[src/rtl/ex3_to_bcd_packer.sv]
// ex3_to_bcd_packer
//   Receives one Excess-3 digit per handshake and subtracts 3 to recover the
//   BCD digit. Codes outside 3..12 are stored as nibble F and flagged.
//   DIGITS decoded digits are packed into one BCD word, with the first digit
//   in the most significant nibble. The packed word is then offered on a
//   valid/ready output port.
//
// Ports
//   clk           rising-edge clock
//   rst           synchronous, active-high reset
//   in_valid      in_ex3 holds a digit
//   in_ready      block accepts a digit this cycle (FILL and not in reset)
//   in_ex3        Excess-3 coded digit
//   out_valid     out_bcd / out_err / out_err_mask hold a complete word
//   out_ready     consumer takes the word this cycle
//   out_bcd       packed BCD word, 4*DIGITS bits
//   out_err_mask  bit i set = nibble i came from an invalid code
//   out_err       OR of out_err_mask
module ex3_to_bcd_packer #(
   parameter int DIGITS = 4
) (
   input  logic                  clk,
   input  logic                  rst,
   input  logic                  in_valid,
   output logic                  in_ready,
   input  logic [3:0]            in_ex3,
   output logic                  out_valid,
   input  logic                  out_ready,
   output logic [4*DIGITS-1:0]   out_bcd,
   output logic [DIGITS-1:0]     out_err_mask,
   output logic                  out_err
);

   localparam int CW = $clog2(DIGITS);
   localparam logic [CW-1:0] LAST = CW'(DIGITS - 1);

   typedef enum logic {FILL, HOLD} state_t;

   state_t          state, state_nxt;
   logic [CW-1:0]   count, count_nxt;
   logic [CW-1:0]   pos;
   logic            accept, handshake, code_ok;
   logic [3:0]      nib;

   // decode
   always_comb begin
      code_ok = (in_ex3 >= 4'd3) && (in_ex3 <= 4'd12);
      nib     = code_ok ? (in_ex3 - 4'd3) : 4'hF;
   end

   // next state / handshake decode
   always_comb begin
      state_nxt = state;
      count_nxt = count;
      // in_ready is forced low during reset so no digit is taken that cycle
      in_ready  = (state == FILL) && !rst;
      out_valid = (state == HOLD);
      accept    = in_valid && in_ready;
      handshake = (state == HOLD) && out_ready;
      // first digit of a word lands in the top nibble
      pos       = LAST - count;
      case (state)
         FILL: begin
            if (accept) begin
               if (count == LAST) begin
                  state_nxt = HOLD;
                  count_nxt = '0;
               end else begin
                  count_nxt = count + CW'(1);
               end
            end
         end
         HOLD: begin
            if (out_ready) state_nxt = FILL;
         end
         default: state_nxt = FILL;
      endcase
   end

   always_ff @(posedge clk) begin
      if (rst) begin
         state        <= FILL;
         count        <= '0;
         out_bcd      <= '0;
         out_err_mask <= '0;
      end else begin
         state <= state_nxt;
         count <= count_nxt;
         // accept and handshake are never active in the same cycle
         if (handshake) out_err_mask <= '0;
         for (int i = 0; i < DIGITS; i++) begin
            if (accept && pos == CW'(i)) begin
               out_bcd[4*i +: 4] <= nib;
               out_err_mask[i]   <= !code_ok;
            end
         end
      end
   end

   assign out_err = |out_err_mask;

endmodule

[config.mk]
export PLATFORM = sky130hd
export DESIGN_NAME = ex3_to_bcd_packer
export DESIGN_NICKNAME = d
export VERILOG_FILES = /design/src/rtl/ex3_to_bcd_packer.sv
export SDC_FILE = /design/constraint.sdc
export NUM_CORES = 1
export LEC_CHECK = 0
export BUFFER_PORTS_ARGS = -buffer_cell sky130_fd_sc_hd__buf_2
export CORE_MARGIN = 4
export CORE_UTILIZATION = 53
export DETAILED_ROUTE_END_ITERATION = 16
export PLACE_DENSITY = 0.88
export SLEW_MARGIN = 0
export SYNTH_ARGS = -nofsm -noshare
export SYNTH_HDL_FRONTEND = slang
export SYNTH_SLANG_ARGS = --single-unit
[constraint.sdc]
create_clock -name clk -period 2.1 [get_ports clk]
set_clock_uncertainty 0.05 [all_clocks]
set_input_delay 0.105 -clock clk [delete_from_list [all_inputs] [get_ports clk]]
set_output_delay 0.105 -clock clk [all_outputs]
set_load 0.005 [all_outputs]
==> results.tsv, run 1 <==
stage	metric	value	unit
run_status	status	finished clean	
finish	Non-Filler Instances	173	
setup_path	Levels on crit path	4	
timing	period utilization	71.9	%
setup_path	CP required	2.28	ns
timing	Peak Freq	662	MHz
clocking	clk sinks	23	
setup_path	r2r worst-path depth	4	
clocking	CTS clk-pin slew, worst paths	0.12	ns
die	Starting Density	58.5	%
timing	Slew headroom	67.9	%
die	Row Count	15	
placed_design	PortBufs	30	
route	drt pass-1 iters	4	
die	Die Span Y	52.6	µm
setup_path	CP bufs+invs	0	
die	Ports	31	
setup_path	cell family with most CP delay	simple AND/OR/NAND/NOR gates	
global_routing	largest net degree at the start of global routing	28	
finish	most common cell after layout, fill and taps aside	buf_2	
route	final antenna-violating net count	0	
min_path	hold depth	3	
placed_design	DP Wirelength	1950	µm
placed_design	Placed Instances	169	
finish	final core utilization	66.9	%
clocking	Skew-Pair Late Insertion Delay	0.32	ns
setup_path	Crit path arrival time	1.69	ns
global_routing	vias in the first global route	944	
power	Power Density	647	mW/mm²
placed_design	Post-Place Setup Slack	0.451	ns
timing	Slew Limit Fails	0	
global_routing	grt ovf	0	
clocking	H-tree levels	1	
global_routing	All-Layer GR Usage	19.9	%
route	DR DRC count	0	
setup_path	maximum fanout along the worst path	8	
power	overall power	780	µW
clocking	Post-CTS Hold Fix Bufs	0	
finish	Final nets	163	
setup_path	Max stage delay on crit path	0.39	ns
setup_path	highest-delay cell along the critical path	dfxtp_1	
synth	register area share after synthesis	43.7	%
clocking	post-CTS setup buffer count	0	
clocking	CTS Root Cell	clkbuf_4	
global_routing	global-route wire length before repair	4030	µm
clocking	TritonCTS clock tree	done	
synth	Syn Inst Count	121	
global_routing	antenna violations before repair	0	
finish	FILL cells	173	
synth	post-synthesis area per instance	8.72	µm²
setup_path	critical path class	reg -> reg	
clocking	CTS Buf Count	3	
die	full die area	0.00277	mm²
finish	Ant. Diodes	0	
power	VDD IR-drop max	423	µV
timing	final worst-path setup slack	0.590	ns
placed_design	GP Congestion	0.770	
setup_path	crit path launch type	register	
route	DR vias	955	
setup_path	CP cell instances	nor3b_4 > and2_1 > nor2_1 > a211oi_1	
finish	most frequent cells in the layout	30 x buf_2, 23 x dfxtp_1, 17 x nand2_1	
route	vias per cell	5.52	
synth	count of state elements after synthesis	23	
setup_path	Crit. End Element	register	
synth	Mapped Area	0.00105	mm²
power	leakage	0.540	nW
route	drt total wl	2470	µm
run	max cap viols	0	
clocking	Max Root-Sink Buffers	2	
timing	Fin Setup TNS	0	ns
route	drt initial violations	19	
timing	Worst-Margin Slew	0.482	ns
timing	final hold violations	0	
route	Routed WL per cell	14.3	µm
timing	endpoints failing setup	0	
finish	layout cells sized above 1	23.6	%
synth	Synth Net Count	135	
timing	Tmin final	1.51	ns
finish	synth-to-layout area growth	14.4	%
clocking	# resized after CTS	0	
die	area of the core	0.00180	mm²
die	Die X	52.6	µm
timing	RSZ-0062 raised after global routing	no	
synth	YS warnings	0	
synth	Netlist cell types	23	
min_path	Hold WC Path Type	in -> reg	
## through the flow
step / hold WS [ns] / area, µm²
final: 0.0165 / 1210
after global routing: 0.00782 / 1210
after CTS: 0.0195 / 1210
after detailed placement: 0.354 / 1180
after global placement: 0.352 / 1180
after floorplan: 0.237 / 1050
## per-layer routing
metal,up-vias,share of wire [%],global-route usage [%]
met5,-,0,0
met4,0,3.2,12.3
met3,9,6.7,3.42
met2,44,50,34.1
met1,440,40,22.6
li1,462,-,-
## synth_stat cells, drive strengths merged
| cell | n | area share (%) |
|---|---|---|
| nand3 | 6 | 2.8 |
| dfxtp | 23 | 44 |
| nand2 | 17 | 6.0 |
| a21oi | 12 | 5.7 |
| nand2b | 3 | 1.8 |
| o31ai | 2 | 1.4 |
| ha | 6 | 7.1 |
| or2 | 1 | 0.59 |
| nand3b | 3 | 2.1 |
| nor2 | 15 | 5.3 |
| a211oi | 8 | 5.7 |
| nor3 | 1 | 0.47 |
| a31oi | 1 | 0.59 |
| mux2i | 3 | 2.8 |
| nor2b | 2 | 1.2 |
| or4 | 1 | 0.71 |
| buf | 5 | 4.6 |
| o21ba | 1 | 0.95 |
| nor3b | 1 | 1.8 |
| and2 | 4 | 2.4 |
| clkbuf | 2 | 0.71 |
| inv | 4 | 1.4 |
## registers in the layout, indices dropped and copies added, names as in the netlist
name and count:
out_bcd 16, count 2, out_err_mask 4, out_valid 1
## logic make-up after synthesis
| logic type | Yosys count | share of synthesized area [%] |
|---|---|---|
| buffers and inverters | 11 | 6.76 |
| AO/OA/AOI/OAI | 24 | 14.4 |
| AND/OR/NAND/NOR | 54 | 25.3 |
| flip-flops | 23 | 43.7 |
| multiplexers | 3 | 2.85 |
| adder cells (fa/ha/maj) | 6 | 7.12 |
## where the power goes
part           total (mW)  switching (mW)  internal (mW)  leakage (nW)
logic               0.109          0.0643         0.0443         0.338
registers           0.461          0.0101          0.451         0.187
clock network       0.210           0.136         0.0744        0.0150
## cell type report
class	count	area (µm²)	share of cell area, %
Clock buffer	4	26.3	2.18
Inverter	4	15.0	1.24
Multi-Input combinational cell	87	523	43.4
Sequential cell	23	460	38.2
Tap cell	25	31.3	2.59
Timing Repair Buffer	30	150	12.4
## worst register-to-register path, cell delays in order (launching register included)
cell and delay, ns:
dfxtp_1 0.39, nor3b_4 0.32, and2_1 0.34, nor2_1 0.08, a211oi_1 0.24
## final timing paths
path,startpoint,end,slack (ns)
worst max-delay path,out_valid,out_bcd[13],0.59
worst min-delay path,out_ready,out_valid,0.02
worst max register to register,out_valid,out_bcd[13],0.59
worst min register to register,out_bcd[2],out_bcd[2],0.42
(Power assumes the default switching activity.)
==> inputs of run 2 (changes only) <==
--- a/config.mk
+++ b/config.mk
@@ -5,11 +5,12 @@
 export SDC_FILE = /design/constraint.sdc
 export NUM_CORES = 1
 export LEC_CHECK = 0
+export ABC_AREA = 1
 export BUFFER_PORTS_ARGS = -buffer_cell sky130_fd_sc_hd__buf_2
 export CORE_MARGIN = 4
-export CORE_UTILIZATION = 53
+export CORE_UTILIZATION = 50
 export DETAILED_ROUTE_END_ITERATION = 16
-export PLACE_DENSITY = 0.88
+export PLACE_DENSITY = 0.83
 export SLEW_MARGIN = 0
 export SYNTH_ARGS = -nofsm -noshare
 export SYNTH_HDL_FRONTEND = slang
==> constraint.sdc (replaced) <==
create_clock -name clk -period 1.4 [get_ports clk]
set_clock_uncertainty 0.05 [all_clocks]
set_input_delay 0.07 -clock clk [delete_from_list [all_inputs] [get_ports clk]]
set_output_delay 0.07 -clock clk [all_outputs]
set_load 0.005 [all_outputs]
==> results.tsv, run 2 <==
stage	metric	value	unit	change
placed_design	GP Congestion	0.798		was 0.770
die	Die Span Y	55.3	µm	was 52.6 µm
timing	endpoints failing setup	0		unchanged
placed_design	Post-Place Setup Slack	0.160	ns	was 0.451 ns
clocking	CTS Root Cell	clkbuf_4		unchanged
synth	Synth Flop Type	dfxtp_1		unchanged
route	DR vias	1095		was 955
run	max cap viols	0		unchanged
route	drt total wl	2470	µm	about the same
placed_design	Placed Instances	220		was 169
synth	register area share after synthesis	41.1	%	was 43.7%
global_routing	antenna violations before repair	0		unchanged
die	area of the core	0.00204	mm²	was 0.00180 mm²
finish	most frequent cells in the layout	44 x nand2_1, 39 x inv_1, 30 x buf_2		was 30 x buf_2, 23 x dfxtp_1, 17 x nand2_1
synth	Syn Inst Count	164		was 121
route	drt initial violations	43		was 19
synth	count of state elements after synthesis	23		unchanged
power	VDD IR-drop max	675	µV	was 423 µV
clocking	Max Root-Sink Buffers	2		unchanged
timing	Fin Setup TNS	0	ns	unchanged
global_routing	largest net degree at the start of global routing	14		was 28
finish	register name with the most flops	out_bcd		unchanged
global_routing	global-route wire length before repair	4260	µm	was 4030 µm
synth	post-synthesis area per instance	6.83	µm²	was 8.72 µm²
route	Routed WL per cell	10.9	µm	was 14.3 µm
setup_path	crit path launch type	register		unchanged
clocking	H-tree levels	1		unchanged
placed_design	PortBufs	30		unchanged
setup_path	CP required	1.60	ns	was 2.28 ns
finish	synth-to-layout area growth	20.9	%	was 14.4%
die	Row Count	16		was 15
timing	final worst-path setup slack	0.115	ns	was 0.590 ns
power	Power Density	905	mW/mm²	was 647 mW/mm²
timing	RSZ-0062 raised after global routing	no		unchanged
route	drt pass-1 iters	4		unchanged
die	Starting Density	54.8	%	was 58.5%
placed_design	DP Wirelength	1950	µm	about the same
setup_path	Crit path arrival time	1.48	ns	was 1.69 ns
synth	Post-synth ARST share	0	%	unchanged
global_routing	grt ovf	0		unchanged
setup_path	critical path class	reg -> reg		unchanged
min_path	Hold WC Path Type	in -> reg		unchanged
setup_path	Crit. End Element	register		unchanged
finish	FILL cells	191		was 173
clocking	clk sinks	23		unchanged
clocking	Skew-Pair Late Insertion Delay	0.31	ns	was 0.32 ns
clocking	TritonCTS clock tree	done		unchanged
power	leakage	0.788	nW	was 0.540 nW
synth	top cell type's share of synthesized area	41.1	%	was 43.7%
synth	YS warnings	0		unchanged
clocking	CTS Buf Count	3		unchanged
run_status	status	finished clean		unchanged
timing	Min Hold Slack	0.0901	ns	was 0.0165 ns
timing	period utilization	91.8	%	was 71.9%
timing	Slew Limit Fails	0		unchanged
synth	Mapped Area	0.00112	mm²	was 0.00105 mm²
die	full die area	0.00306	mm²	was 0.00277 mm²
clocking	CTS clk-pin slew, worst paths	0.13	ns	was 0.12 ns
timing	final hold violations	0		unchanged
route	DR DRC count	0		unchanged
synth	leading area contributor after synthesis	dfxtp_1		unchanged
timing	Worst-Margin Slew	0.345	ns	was 0.482 ns
timing	Tmin final	1.28	ns	was 1.51 ns
synth	EDFF count, synth	0		unchanged
finish	Non-Filler Instances	226		was 173
synth	Netlist cell types	14		was 23
finish	Ant. Diodes	0		unchanged
synth	most common cell in the synthesized netlist	nand2_1		was dfxtp_1
finish	Largest regs	out_bcd: 16 flops, out_err_mask: 4 flops, count: 2 flops		unchanged
die	Die X	55.3	µm	was 52.6 µm
global_routing	vias in the first global route	1030		was 944
timing	Peak Freq	778	MHz	was 662 MHz
timing	Slew headroom	76.9	%	was 67.9%
global_routing	All-Layer GR Usage	16.7	%	was 19.9%
setup_path	maximum fanout along the worst path	8		unchanged
synth	top post-synthesis cells by area	dfxtp_1 41%, nand2_1 15%, inv_1 13%, a21oi_1 8.0%, ha_1 6.7%		was dfxtp_1 44%, ha_1 7.1%, nand2_1 6.0%, a21oi_1 5.7%, a211oi_1 5.7%
finish	most common cell after layout, fill and taps aside	nand2_1		was buf_2
finish	max reg flops	16		unchanged
clocking	# resized after CTS	0		unchanged
route	final antenna-violating net count	0		unchanged
finish	Final nets	214		was 163
route	vias per cell	4.85		was 5.52
finish	layout cells sized above 1	20.6	%	was 23.6%
synth	Synth Net Count	178		was 135
clocking	post-CTS setup buffer count	0		unchanged
die	Ports	31		unchanged
synth	top cells by count, synth	44 x nand2_1, 39 x inv_1, 23 x dfxtp_1		was 23 x dfxtp_1, 17 x nand2_1, 15 x nor2_1
-- run 2: cell count changes after synthesis, sizes merged, moves of 2 or more --
cell	before	now
a211oi	8	0
a21oi	12	18
and2	4	0
buf	5	1
inv	4	39
mux2i	3	0
nand2	17	44
nand2b	3	0
nand3b	3	0
nor2	15	13
nor2b	2	0
o21ai	0	9
-- run 2: logic make-up (layout without fill, tap and decap cells) --
group                    count (synthesis)  count (layout)  synth area share [%]
AO/OA/AOI/OAI                           28              28                  12.7
buffers and inverters                   42              77                  14.2
flip-flops                              23              23                  41.1
adder cells (fa/ha/maj)                  6               6                  6.70
AND/OR/NAND/NOR                         65              65                  25.3
-- run 2: final timing paths --
kind	start	to	slack, ns	depth (start not counted)
max	count[0]	out_bcd[4]	0.12	5
min	in_valid	count[1]	0.09	3
max reg2reg	count[0]	out_bcd[4]	0.12	5
min reg2reg	out_bcd[0]	out_bcd[0]	0.47	4
-- run 2: critical path, stage by stage (launching register included) --
cell and delay, ns:
dfxtp_1 0.43, inv_1 0.10, ha_1 0.22, nand3_2 0.16, inv_1 0.09, a21oi_1 0.16
-- run 2: area by class of cell --
| type | instances | area (µm²) | area share, % |
|---|---|---|---|
| Multi-Input combinational cell | 99 | 500 | 37.0 |
| Sequential cell | 23 | 460 | 34.0 |
| Timing Repair Buffer | 34 | 185 | 13.7 |
| Inverter | 39 | 146 | 10.8 |
| Tap cell | 27 | 33.8 | 2.50 |
| Clock buffer | 3 | 22.5 | 1.66 |
| Clock inverter | 1 | 5.00 | 0.370 |
-- run 2: power by group --
| part | switching (mW) | internal (mW) | total, mW |
|---|---|---|---|
| Combinational | 0.129 | 0.0844 | 0.213 |
| Sequential | 0.0193 | 0.685 | 0.704 |
| Clock | 0.201 | 0.107 | 0.308 |
| Total | 0.349 | 0.876 | 1.23 |
-- run 2: routing by layer --
| metal | global-route usage (%) | part of all wire, % | vias to the layer above |
|---|---|---|---|
| li1 | - | - | 567 |
| met1 | 19.5 | 44 | 495 |
| met2 | 30.7 | 51 | 29 |
| met3 | 4.20 | 4.3 | 4 |
| met4 | 3.13 | 0.85 | 0 |
| met5 | 0 | 0 | - |
-- run 2: stage by stage --
stage,cell area (µm²),power (mW),util (%)
final,1350,1.23,66.3
after global placement,1310,0.913,64.0
after global routing,1350,1.29,66.3
after floorplan,1120,0.843,-
after detailed placement,1310,0.927,64.0
after CTS,1350,1.24,66.3
-- run 2: what timing repair did --
action,CTS,global route
endpoints found under the hold margin,1,0
hold buffers,2,0
setup endpoints to repair,0,0
==> inputs of run 3 (changes only) <==
--- a/config.mk
+++ b/config.mk
@@ -5,12 +5,11 @@
 export SDC_FILE = /design/constraint.sdc
 export NUM_CORES = 1
 export LEC_CHECK = 0
-export ABC_AREA = 1
 export BUFFER_PORTS_ARGS = -buffer_cell sky130_fd_sc_hd__buf_2
 export CORE_MARGIN = 4
-export CORE_UTILIZATION = 50
+export CORE_UTILIZATION = 49
 export DETAILED_ROUTE_END_ITERATION = 16
-export PLACE_DENSITY = 0.83
+export PLACE_DENSITY_LB_ADDON = 0.12
 export SLEW_MARGIN = 0
 export SYNTH_ARGS = -nofsm -noshare
 export SYNTH_HDL_FRONTEND = slang
==> results.tsv, run 3 (synthesis results as in run 1) <==
stage	metric	value	unit	change
run_status	status	complete, but fails checks		was finished clean
run_status	violated checks	negative setup slack		
clocking	CTS Root Cell	clkbuf_4		unchanged
clocking	CTS clk-pin slew, worst paths	0.12	ns	was 0.13 ns
die	Ports	31		unchanged
placed_design	DP Wirelength	1760	µm	was 1950 µm
setup_path	crit path launch type	register		unchanged
global_routing	grt met1 use	20.4	%	was 19.5%
setup_path	worst reg2reg path startpoint	out_valid		was count[0]
route	drt initial violations	18		was 43
setup_path	Crit. End Element	primary output		was register
finish	most frequent cells in the layout	30 x buf_2, 20 x dfxtp_1, 17 x nand2_1		was 44 x nand2_1, 39 x inv_1, 30 x buf_2
power	leakage	0.586	nW	was 0.788 nW
global_routing	grt ovf	0		unchanged
finish	FILL cells	187		was 191
finish	most common cell after layout, fill and taps aside	buf_2		was nand2_1
global_routing	largest net degree at the start of global routing	27		was 14
finish	cell area after layout	0.00128	mm²	was 0.00135 mm²
clocking	Max Root-Sink Buffers	2		unchanged
route	DR vias	936		was 1095
power	Power Density	906	mW/mm²	was 905 mW/mm²
power	Comb power frac	15.0	%	was 17.4%
setup_path	RR Endpoint	out_bcd[4]		unchanged
clocking	TritonCTS clock tree	done		unchanged
placed_design	PortBufs	30		unchanged
finish	synth-to-layout area growth	21.5	%	was 20.9%
clocking	Skew-Pair Late Insertion Delay	0.30	ns	was 0.31 ns
timing	final worst-path setup slack	-0.00445	ns	was 0.115 ns
timing	period utilization	100	%	was 91.8%
finish	layout cells sized above 1	31.4	%	was 20.6%
global_routing	antenna violations before repair	0		unchanged
min_path	Hold WC Path Type	in -> reg		unchanged
route	vias per cell	5.11		was 4.85
timing	Fin Setup TNS	-0.00445	ns	was 0 ns
placed_design	Placed Instances	175		was 220
clocking	H-tree levels	1		unchanged
finish	Largest regs	out_bcd: 16 flops, out_err_mask: 4 flops, count: 2 flops		unchanged
route	drt total wl	2260	µm	was 2470 µm
die	Die Span Y	54.4	µm	was 55.3 µm
global_routing	All-Layer GR Usage	16.6	%	was 16.7%
route	final antenna-violating net count	0		unchanged
run	max cap viols	0		unchanged
global_routing	vias in the first global route	891		was 1030
placed_design	GP Congestion	0.729		was 0.798
setup_path	reg2reg setup slack	0.09	ns	was 0.12 ns
die	full die area	0.00296	mm²	was 0.00306 mm²
setup_path	CP startpoint	out_err_mask[1]		was count[0]
finish	Final nets	171		was 214
finish	final core utilization	64.0	%	was 66.3%
timing	Slew headroom	72.7	%	was 76.9%
global_routing	global routing usage on met2	29.7	%	was 30.7%
setup_path	r2r worst-path depth	4		was 5
timing	Tmin final	1.40	ns	was 1.28 ns
finish	FF+latch area	464	µm²	was 460 µm²
setup_path	Worst setup endpoint	out_err		was out_bcd[4]
power	clock group share of total power	25.5	%	was 25.1%
power	Seq pwr share	59.5	%	was 57.5%
timing	Slew Limit Fails	0		unchanged
finish	Non-Filler Instances	183		was 226
timing	Peak Freq	712	MHz	was 778 MHz
clocking	CTS Buf Count	3		unchanged
placed_design	Post-Place Setup Slack	0.0436	ns	was 0.160 ns
route	drt pass-1 iters	4		unchanged
finish	max reg flops	16		unchanged
setup_path	critical path class	reg -> out		was reg -> reg
power	VDD IR-drop max	535	µV	was 675 µV
timing	Worst-Margin Slew	0.409	ns	was 0.345 ns
die	Row Count	16		unchanged
timing	RSZ-0062 raised after global routing	yes		was no
finish	Ant. Diodes	0		unchanged
die	Starting Density	52.7	%	was 54.8%
power	sw frac	25.3	%	was 28.5%
route	DR DRC count	0		unchanged
setup_path	CP required	1.28	ns	was 1.60 ns
power	overall power	1.16	mW	was 1.23 mW
timing	endpoints failing setup	1		was 0
clocking	clk sinks	23		unchanged
global_routing	Most Crowded Layer GR	met2		unchanged
global_routing	met3 Use GR	2.45	%	was 4.20%
placed_design	Placed Area	0.00121	mm²	was 0.00131 mm²
power	Psw	293	µW	was 349 µW
die	Die X	54.4	µm	was 55.3 µm
finish	area occupied by multi-input gates	529	µm²	was 500 µm²
power	cell internal pwr	867	µW	was 876 µW
finish	register name with the most flops	out_bcd		unchanged
global_routing	global-route wire length before repair	3590	µm	was 4260 µm
min_path	hold depth	4		was 3
die	area of the core	0.00200	mm²	was 0.00204 mm²
setup_path	Crit path arrival time	1.28	ns	was 1.48 ns
setup_path	maximum fanout along the worst path	2		was 8
timing	Min Hold Slack	0.135	ns	was 0.0901 ns
route	Routed WL per cell	12.3	µm	was 10.9 µm
timing	final hold violations	0		unchanged
-- run 3: cell types whose count changed in the layout (fill, tap and decap cells not counted), moves of 4 or more --
cell / delta
a211oi_1: +8
a21oi_1: -6
nand3_2: -4
o21ai_0: -9
inv_1: -35
nand2_1: -27
buf_4: +5
-- run 3: worst min-delay path by stage --
stage	from	end	slack (ns)
2_1_floorplan	out_ready	out_valid	0.20
3_3_place_gp	out_ready	out_valid	0.31
3_5_place_dp	out_ready	out_valid	0.31
4_1_cts	in_ex3[3]	out_bcd[11]	0.13
5_1_grt	in_ex3[3]	out_bcd[11]	0.15
6_report	in_valid	count[0]	0.14
-- run 3: metal layers --
metal	part of all wire [%]	vias to the layer above	wire, µm
met2	48	19	1080
met5	0	-	0
li1	-	481	-
met4	0.44	0	10
met1	47	434	1060
met3	4.6	2	104
-- run 3: worst max-delay path: stages (launching register included) --
cell     delay, ns
dfxtp_2       0.34
or4_1         0.51
buf_2         0.14
-- run 3: layout make-up --
type / instances / share of cell area, %
multi-input cells: 87 / 41.3
inverters: 4 / 1.17
repair buffers: 38 / 16.6
clock buffers: 4 / 2.05
well taps: 27 / 2.64
flip-flops and latches: 23 / 36.2
-- run 3: what timing repair did --
action / in CTS / in global routing
hold buffers: 1 / 0
endpoints found under the hold margin: 1 / 0
pin swaps: 1 / 0
setup endpoints to repair: 1 / 14
setup buffers: 3 / 0
resized for setup: 3 / 5
-- run 3: power groups by stage --
| stage | combinational, mW | clock, mW | sequential, mW |
|---|---|---|---|
| final | 0.174 | 0.296 | 0.691 |
| after global placement | 0.161 | 0 | 0.705 |
| after global routing | 0.198 | 0.333 | 0.694 |
| after detailed placement | 0.165 | 0 | 0.706 |
| after CTS | 0.173 | 0.305 | 0.691 |
| after floorplan | 0.108 | 0 | 0.706 |
